`src/rtl/manual_drive_ctrl_if.sv`:
```
// Driver-control and motor/lamp command bundle for the manual-mode controller.
// The slave side is the controller; the master side is the input decoder/driver stage.
interface manual_drive_ctrl_if #(
    parameter int NUM_GEARS = 3
) ();
    localparam int GW = $clog2(NUM_GEARS + 1);

    logic          enable;
    logic          throttle;
    logic          clutch;
    logic          brake;
    logic          reverse;
    logic          turn_left;
    logic          turn_right;
    logic          power_on;
    logic          stall;
    logic [GW-1:0] gear;
    logic [GW-1:0] speed;
    logic          fwd;
    logic          bwd;
    logic [1:0]    steer;
    logic          left_lamp;
    logic          right_lamp;

    modport master (
        output enable, throttle, clutch, brake, reverse, turn_left, turn_right,
        input  power_on, stall, gear, speed, fwd, bwd, steer, left_lamp, right_lamp
    );

    modport slave (
        input  enable, throttle, clutch, brake, reverse, turn_left, turn_right,
        output power_on, stall, gear, speed, fwd, bwd, steer, left_lamp, right_lamp
    );
endinterface

```
`src/rtl/manual_drive_ctrl.sv`:
```
// Manual-mode drive controller: gearbox FSM with stall lockout, gated steering
// and blinking turn/hazard lamps. Every output is a register.
module manual_drive_ctrl #(
    parameter int NUM_GEARS = 3,
    parameter int BLINK_DIV = 25_000_000
) (
    input  logic                clk_i,
    input  logic                rst_i,
    manual_drive_ctrl_if.slave  bus
);
    localparam int GW = $clog2(NUM_GEARS + 1);
    localparam int CW = (BLINK_DIV > 1) ? $clog2(BLINK_DIV) : 1;

    typedef enum logic [2:0] {
        S_OFF     = 3'd0,
        S_NEUTRAL = 3'd1,
        S_CLUTCH  = 3'd2,
        S_DRIVE   = 3'd3,
        S_REVERSE = 3'd4
    } state_e;

    state_e        state_q, state_d;
    logic [GW-1:0] gear_q, gear_d, speed_q, speed_d;
    logic          stall_q, stall_d, fwd_q, fwd_d, bwd_q, bwd_d;
    logic          power_on_q, thr_q;
    logic [1:0]    steer_q, steer_d, lamps_q, lamps_d, req_s;
    logic [CW-1:0] cnt_q, cnt_d;
    logic          phase_q, phase_d;
    logic          thr_rise_s;

    // Next-state, gear and registered-output values from the current state and inputs
    always_comb begin
        state_d    = state_q;
        gear_d     = gear_q;
        stall_d    = 1'b0;
        fwd_d      = 1'b0;
        bwd_d      = 1'b0;
        speed_d    = '0;
        thr_rise_s = bus.throttle & ~thr_q;
        if (!bus.enable) begin
            state_d = S_OFF;
            gear_d  = '0;
        end else begin
            case (state_q)
                S_OFF: begin
                    if (!bus.throttle) state_d = S_NEUTRAL;
                    else               state_d = S_OFF;
                end
                S_NEUTRAL: begin
                    if (bus.clutch) begin
                        state_d = S_CLUTCH;
                    end else if (bus.throttle && !bus.brake) begin
                        state_d = S_OFF;
                        gear_d  = '0;
                        stall_d = 1'b1;
                    end else begin
                        state_d = S_NEUTRAL;
                    end
                end
                S_CLUTCH: begin
                    // 0 and NUM_GEARS both step to first gear
                    if (thr_rise_s) gear_d = (gear_q == GW'(NUM_GEARS)) ? GW'(1) : gear_q + GW'(1);
                    else            gear_d = gear_q;
                    if (bus.clutch)             state_d = S_CLUTCH;
                    else if (bus.reverse)       state_d = S_REVERSE;
                    else if (gear_d == GW'(0))  state_d = S_NEUTRAL;
                    else                        state_d = S_DRIVE;
                end
                S_DRIVE: begin
                    if (bus.clutch) begin
                        state_d = S_CLUTCH;
                    end else if (bus.reverse) begin
                        state_d = S_OFF;
                        gear_d  = '0;
                        stall_d = 1'b1;
                    end else if (bus.brake) begin
                        state_d = S_NEUTRAL;
                        gear_d  = '0;
                    end else begin
                        fwd_d   = bus.throttle;
                        speed_d = bus.throttle ? gear_q : GW'(0);
                    end
                end
                S_REVERSE: begin
                    if (bus.clutch) begin
                        state_d = S_CLUTCH;
                    end else if (!bus.reverse) begin
                        state_d = S_OFF;
                        gear_d  = '0;
                        stall_d = 1'b1;
                    end else if (bus.brake) begin
                        state_d = S_NEUTRAL;
                        gear_d  = '0;
                    end else begin
                        bwd_d   = bus.throttle;
                        speed_d = bus.throttle ? GW'(1) : GW'(0);
                    end
                end
                default: begin
                    state_d = S_OFF;
                    gear_d  = '0;
                end
            endcase
        end
    end

    // Steering gating and lamp blinker; lamps take the phase in effect before this edge
    always_comb begin
        if (state_d == S_DRIVE || state_d == S_REVERSE) steer_d = {bus.turn_right, bus.turn_left};
        else                                            steer_d = 2'b00;
        if (state_d != S_OFF) req_s = {bus.turn_right, bus.turn_left};
        else                  req_s = 2'b00;
        if (req_s == 2'b00) begin
            cnt_d   = '0;
            phase_d = 1'b0;
            lamps_d = 2'b00;
        end else begin
            lamps_d = req_s & {2{~phase_q}};
            if (cnt_q == CW'(BLINK_DIV - 1)) begin
                cnt_d   = '0;
                phase_d = ~phase_q;
            end else begin
                cnt_d   = cnt_q + CW'(1);
                phase_d = phase_q;
            end
        end
    end

    // State and output registers with synchronous reset
    always_ff @(posedge clk_i) begin
        if (rst_i) begin
            state_q    <= S_OFF;
            gear_q     <= '0;
            speed_q    <= '0;
            stall_q    <= 1'b0;
            fwd_q      <= 1'b0;
            bwd_q      <= 1'b0;
            power_on_q <= 1'b0;
            steer_q    <= 2'b00;
            lamps_q    <= 2'b00;
            cnt_q      <= '0;
            phase_q    <= 1'b0;
            thr_q      <= 1'b0;
        end else begin
            state_q    <= state_d;
            gear_q     <= gear_d;
            speed_q    <= speed_d;
            stall_q    <= stall_d;
            fwd_q      <= fwd_d;
            bwd_q      <= bwd_d;
            power_on_q <= (state_d != S_OFF);
            steer_q    <= steer_d;
            lamps_q    <= lamps_d;
            cnt_q      <= cnt_d;
            phase_q    <= phase_d;
            thr_q      <= bus.enable ? bus.throttle : 1'b0;
        end
    end

    assign bus.power_on   = power_on_q;
    assign bus.stall      = stall_q;
    assign bus.gear       = gear_q;
    assign bus.speed      = speed_q;
    assign bus.fwd        = fwd_q;
    assign bus.bwd        = bwd_q;
    assign bus.steer      = steer_q;
    assign bus.left_lamp  = lamps_q[0];
    assign bus.right_lamp = lamps_q[1];
endmodule
```
`src/flat_wrapper.sv`:
```
// flat-port wrapper written by rule: the top's interface ports become plain ports
module manual_drive_ctrl_flat 
#(
    parameter int NUM_GEARS = 3,
    parameter int BLINK_DIV = 25_000_000
)
  (clk_i, rst_i, bus_enable, bus_throttle, bus_clutch, bus_brake, bus_reverse, bus_turn_left, bus_turn_right, bus_power_on, bus_stall, bus_gear, bus_speed, bus_fwd, bus_bwd, bus_steer, bus_left_lamp, bus_right_lamp);
  manual_drive_ctrl_if #(.NUM_GEARS(NUM_GEARS)) bus_i ();
  input  logic clk_i;
  input  logic rst_i;
  input wire logic [$bits(bus_i.enable)-1:0] bus_enable;
  input wire logic [$bits(bus_i.throttle)-1:0] bus_throttle;
  input wire logic [$bits(bus_i.clutch)-1:0] bus_clutch;
  input wire logic [$bits(bus_i.brake)-1:0] bus_brake;
  input wire logic [$bits(bus_i.reverse)-1:0] bus_reverse;
  input wire logic [$bits(bus_i.turn_left)-1:0] bus_turn_left;
  input wire logic [$bits(bus_i.turn_right)-1:0] bus_turn_right;
  output wire logic [$bits(bus_i.power_on)-1:0] bus_power_on;
  output wire logic [$bits(bus_i.stall)-1:0] bus_stall;
  output wire logic [$bits(bus_i.gear)-1:0] bus_gear;
  output wire logic [$bits(bus_i.speed)-1:0] bus_speed;
  output wire logic [$bits(bus_i.fwd)-1:0] bus_fwd;
  output wire logic [$bits(bus_i.bwd)-1:0] bus_bwd;
  output wire logic [$bits(bus_i.steer)-1:0] bus_steer;
  output wire logic [$bits(bus_i.left_lamp)-1:0] bus_left_lamp;
  output wire logic [$bits(bus_i.right_lamp)-1:0] bus_right_lamp;
  assign bus_i.enable = bus_enable;
  assign bus_i.throttle = bus_throttle;
  assign bus_i.clutch = bus_clutch;
  assign bus_i.brake = bus_brake;
  assign bus_i.reverse = bus_reverse;
  assign bus_i.turn_left = bus_turn_left;
  assign bus_i.turn_right = bus_turn_right;
  assign bus_power_on = bus_i.power_on;
  assign bus_stall = bus_i.stall;
  assign bus_gear = bus_i.gear;
  assign bus_speed = bus_i.speed;
  assign bus_fwd = bus_i.fwd;
  assign bus_bwd = bus_i.bwd;
  assign bus_steer = bus_i.steer;
  assign bus_left_lamp = bus_i.left_lamp;
  assign bus_right_lamp = bus_i.right_lamp;
  manual_drive_ctrl #(.NUM_GEARS(NUM_GEARS), .BLINK_DIV(BLINK_DIV)) u_core (.clk_i(clk_i), .rst_i(rst_i), .bus(bus_i));
endmodule
```
`config.mk`:
```
export PLATFORM = sky130hd
export DESIGN_NAME = manual_drive_ctrl_flat
export DESIGN_NICKNAME = d
export VERILOG_FILES = /design/src/rtl/manual_drive_ctrl_if.sv /design/src/rtl/manual_drive_ctrl.sv /design/src/flat_wrapper.sv
export SDC_FILE = /design/constraint.sdc
export NUM_CORES = 1
export LEC_CHECK = 0
export CAP_MARGIN = 20
export CORE_UTILIZATION = 40
export CTS_CLUSTER_SIZE = 28
export DETAILED_ROUTE_END_ITERATION = 8
export PLACE_DENSITY = 0.68
export SLEW_MARGIN = 0
export SYNTH_ARGS = -nofsm -noshare
export SYNTH_HDL_FRONTEND = slang
export SYNTH_SLANG_ARGS = --single-unit
```
`constraint.sdc`:
```
create_clock -name clk_i -period 1.9 [get_ports clk_i]
set_input_delay 0.38 -clock clk_i [delete_from_list [all_inputs] [get_ports clk_i]]
set_output_delay 0.38 -clock clk_i [all_outputs]
set_load 0.03 [all_outputs]
```
==> results.md <==
- Number of ports placed on the die boundary: 21
- Startpoint Class: register
- Required time of the critical path: 2.10 ns
- Final Max Slew Viols: 0
- FF-to-FF setup slack: -0.003 ns
- Net Sw Power: 435 uW
- Die width: 74.8 um
- Setup-failing EPs final: 1
- Count of final hold-check violations: 0
- Cell type contributing the most total cell area after synthesis: dfxtp_1
- Max-cap viol count: 0
- Post-synthesis instance area: 2120 um^2
- Final net count: 298
- Avg Inst Size Synth: 9.38 um^2
- Min-Delay Startpoint: u_core.cnt_q[0]$_SDFF_PP0_
- Area of the core: 5110 um^2
- Fraction of power consumed by the clock network: 0.343
- Outcome: complete, but fails checks
- Setup_tns: -0.00251 ns
- Maximum vdd drop: 539 uV
- Total wire length after detailed routing: 4.78 mm
- FF-to-FF path depth: 8
- Initial core utilization: 0.415
- Antenna Cells: 0
- All-layer global routing usage: 0.184
- Cells along the critical path: buf_4, nor4b_4, o311ai_2, o211ai_1, nor4b_4, buf_6, buf_12, nor4_1
- Class of the worst hold path: reg2reg
- Cell with the largest stage delay on the worst path: dfxtp_4
- Sequential group share of total power: 0.527
- Worst hold path endpoint: u_core.cnt_q[0]$_SDFF_PP0_
- Count of different cell masters after synthesis: 46
- First-pass GRT wire length: 7.81 mm
- PD cells: 570 nW/um^2
- WS Path Type: reg2reg
- Number of buffers created by CTS: 5
- Pint: 1250 uW
- Overall power of the completed layout: 1680 uW
- Post-layout instance area: 2950 um^2
- Final-layout worst hold slack: 0.454 ns
- Warning count from the yosys run: 0
- Count of flip-flops with a built-in enable after synthesis: 0
- Filler Cell Count: 431
- Initial DRC Count: 80
- Violated checks: negative setup slack
- Largest net degree at the start of global routing: 17
- Post-placement cell area: 2600 um^2
- Clock insertion delay at the later pin of the skew report: 0.30 ns
- Area share of the largest cell type after synthesis: 0.396
- Worst setup margin: -0.00251 ns
- Cell repeated most along the worst path: nor4b_4
- Leakage: 0.00102 uW
- Number of placement rows: 26
- Port Buffer Count: 20
- Routed length per placed instance: 13.3 um
- Remaining global-route overflow: 0
- Via count of the first global-routing pass: 1758
- Post-Synthesis Cells: 226
- Post-detailed-route count of antenna-violating nets: 0
- Sequential-to-total area share from yosys stat: 0.396
- Via-to-Cell Ratio: 5.09
- Total number of H-tree levels: 2
- Die area: 5600 um^2
- Switching part of the total: 0.258
- Headroom to the max-slew limit: 0.587
- Final Cycle Share: 1.00
- Type of element capturing the critical path: register
- Worst-case clock buffer depth: 2
- Clock input transition at the sequential cells of the worst setup and hold paths: 0.08 ns
- Final weighted congestion of routability-driven global placement: 0.846
- Clock root buffer master: clkbuf_8
- Primary flip-flop cell chosen by synthesis mapping: dfxtp_1
- Remaining design rule violation count: 0
- Minimum period implied by the final worst setup slack: 1.90 ns
- Number of buffers inserted by hold repair at cts: 0
- Number of storage elements in the synthesis netlist: 42
- Reg-to-reg critical path startpoint: u_core.state_q[0]$_SDFF_PP0_
- R2R Path End: u_core.cnt_q[2]$_SDFF_PP0_
- Fraction of layout instances using a drive strength above 1: 0.337
- Critical path's largest stage delay: 0.38 ns
- Syn-to-layout area delta: 39.2%
- Share of synthesized flip-flops with an asynchronous set or reset: 0
- Logic pwr share: 0.130
- Crit path max fanout: 9
- Worst-margin pin slew: 0.617 ns
- Synth area leaders: dfxtp_1 (40%), nor3_2 (8.5%), xnor2_1 (7.4%)
- Detailed-route via count: 1822
- RSZ-0062 raised after global routing: true
- Depth of the worst hold-timing path: 1
- Max Clock Freq: 526 MHz
- Vert. Die Dim: 74.8 um
- Clock sink count: 42
- HPWL after detailed placement: 3.18 mm
- Post-Syn Nets: 237
- Number of optimization iterations in the first detailed-route pass: 4
- Share of the core filled with cells: 0.578
- TritonCTS clock tree: built
- Initial antenna violation count: 0
- Arrival time of the worst setup path: 2.10 ns
- Setup skew after layout: 0.00579 ns
-- critical path: cells and delay by family (launching register included) --
family                 cells  cell delay, ns
and+or+nand+nor            3            0.62
buffers and inverters      3            0.43
DFF                        1            0.38
AOI/OAI and AO/OA          2            0.37
-- sequential cells by signal, indices dropped and copies added, names as in the netlist --
signal and flops:
u_core.bus.bwd 1, u_core.bus.speed 2, u_core.bus.power_on 1, u_core.bus.steer 2, u_core.bus.fwd 1, u_core.thr_q 1
u_core.bus.gear 2, u_core.state_q 3, u_core.bus.stall 1, u_core.lamps_q 2, u_core.cnt_q 25, u_core.phase_q 1
-- synthesized netlist by cell type, drive strengths merged, types with 2 or more instances --
master,instances
ha,2
and4,5
or3,2
and2,2
o21ai,8
nand3b,2
nor4,9
or4,3
xor2,6
nand2,13
nor3b,3
nand4,6
nand3,8
a21oi,5
xnor2,18
dfxtp,42
nor2b,4
nand2b,4
nor2,16
nor4b,5
buf,9
nor3,29
a2bb2oi,3
inv,8
-- cell families after synthesis --
group | count (synthesis) | synth area share
buffers and inverters | 18 | 0.0472
XOR/XNOR | 24 | 0.0991
adder cells (fa/ha/maj) | 2 | 0.0118
multiplexers | 1 | 0.00472
AND/OR/NAND/NOR | 116 | 0.369
AO/OA/AOI/OAI | 23 | 0.0714
flip-flops | 42 | 0.396
-- worst max-delay path by stage --
stage                                    startpoint                             end  slack (ns)  cells after the start
global route           u_core.state_q[0]$_SDFF_PP0_      u_core.cnt_q[2]$_SDFF_PP0_       -0.14                      7
global placement                       bus_throttle     u_core.cnt_q[17]$_SDFF_PP0_       -0.52                      7
finish                 u_core.state_q[0]$_SDFF_PP0_      u_core.cnt_q[2]$_SDFF_PP0_      -0.003                      8
floorplan           u_core.bus.gear[0]$_SDFFE_PP0P_  u_core.bus.power_on$_SDFF_PP0_       0.002                      8
detailed placement                      bus_reverse      u_core.cnt_q[8]$_SDFF_PP0_       -0.55                      7
CTS                 u_core.bus.gear[1]$_SDFFE_PP0P_     u_core.cnt_q[10]$_SDFF_PP0_       -0.01                      9
-- metal layers --
metal,track usage,wire (um),vias to the layer above
li1,-,-,936
met1,0.221,2110,840
met2,0.313,2380,35
met3,0.0348,182,11
met4,0.0964,110,0
met5,0,0,-
-- power by group through the flow --
stage	Sequential, uW	Combinational, uW	Clock [uW]
6_report	887	219	579
5_1_grt	888	236	631
4_1_cts	889	178	594
3_5_place_dp	910	165	0
3_3_place_gp	910	165	0
2_1_floorplan	914	81.4	0
-- placed cells by master (no fill, tap or decap), types with 4 or more instances in the layout --
cell	n
nand4_1	6
nand3_1	8
nand2b_1	4
inv_1	7
buf_4	36
nand2_1	12
clkbuf_8	5
o21ai_0	5
a21oi_1	5
nor4_1	4
clkdlybuf4s50_1	15
xor2_1	6
dfxtp_1	38
nor3_1	8
and4_1	5
xnor2_1	18
nor2_1	15
nor3_2	20
-- final cells by class --
class                      count  area (um^2)  share of cell area
multi-input combinational    166         1300               0.440
inverter                       8         30.0              0.0102
tap                           70         87.6              0.0297
timing repair buffer          64          593               0.201
sequential                    42          853               0.289
clock inverter                 3         21.3             0.00720
clock buffer                   5         68.8              0.0233
-- repair_timing --
action                                  CTS  global route
resized for setup                        16            25
gates cloned                              1             1
pin swaps                                 4            15
hold endpoints to repair                  0             0
buffers inserted                          3             9
endpoints found under the setup margin   31            30
-- metrics by stage --
stage,std cells,setup WS (ns)
2_1_floorplan,226,0.00213
3_3_place_gp,336,-0.522
3_5_place_dp,336,-0.545
4_1_cts,348,-0.0143
5_1_grt,358,-0.140
6_report,358,-0.00251
Power figures use the tool's default switching activity.
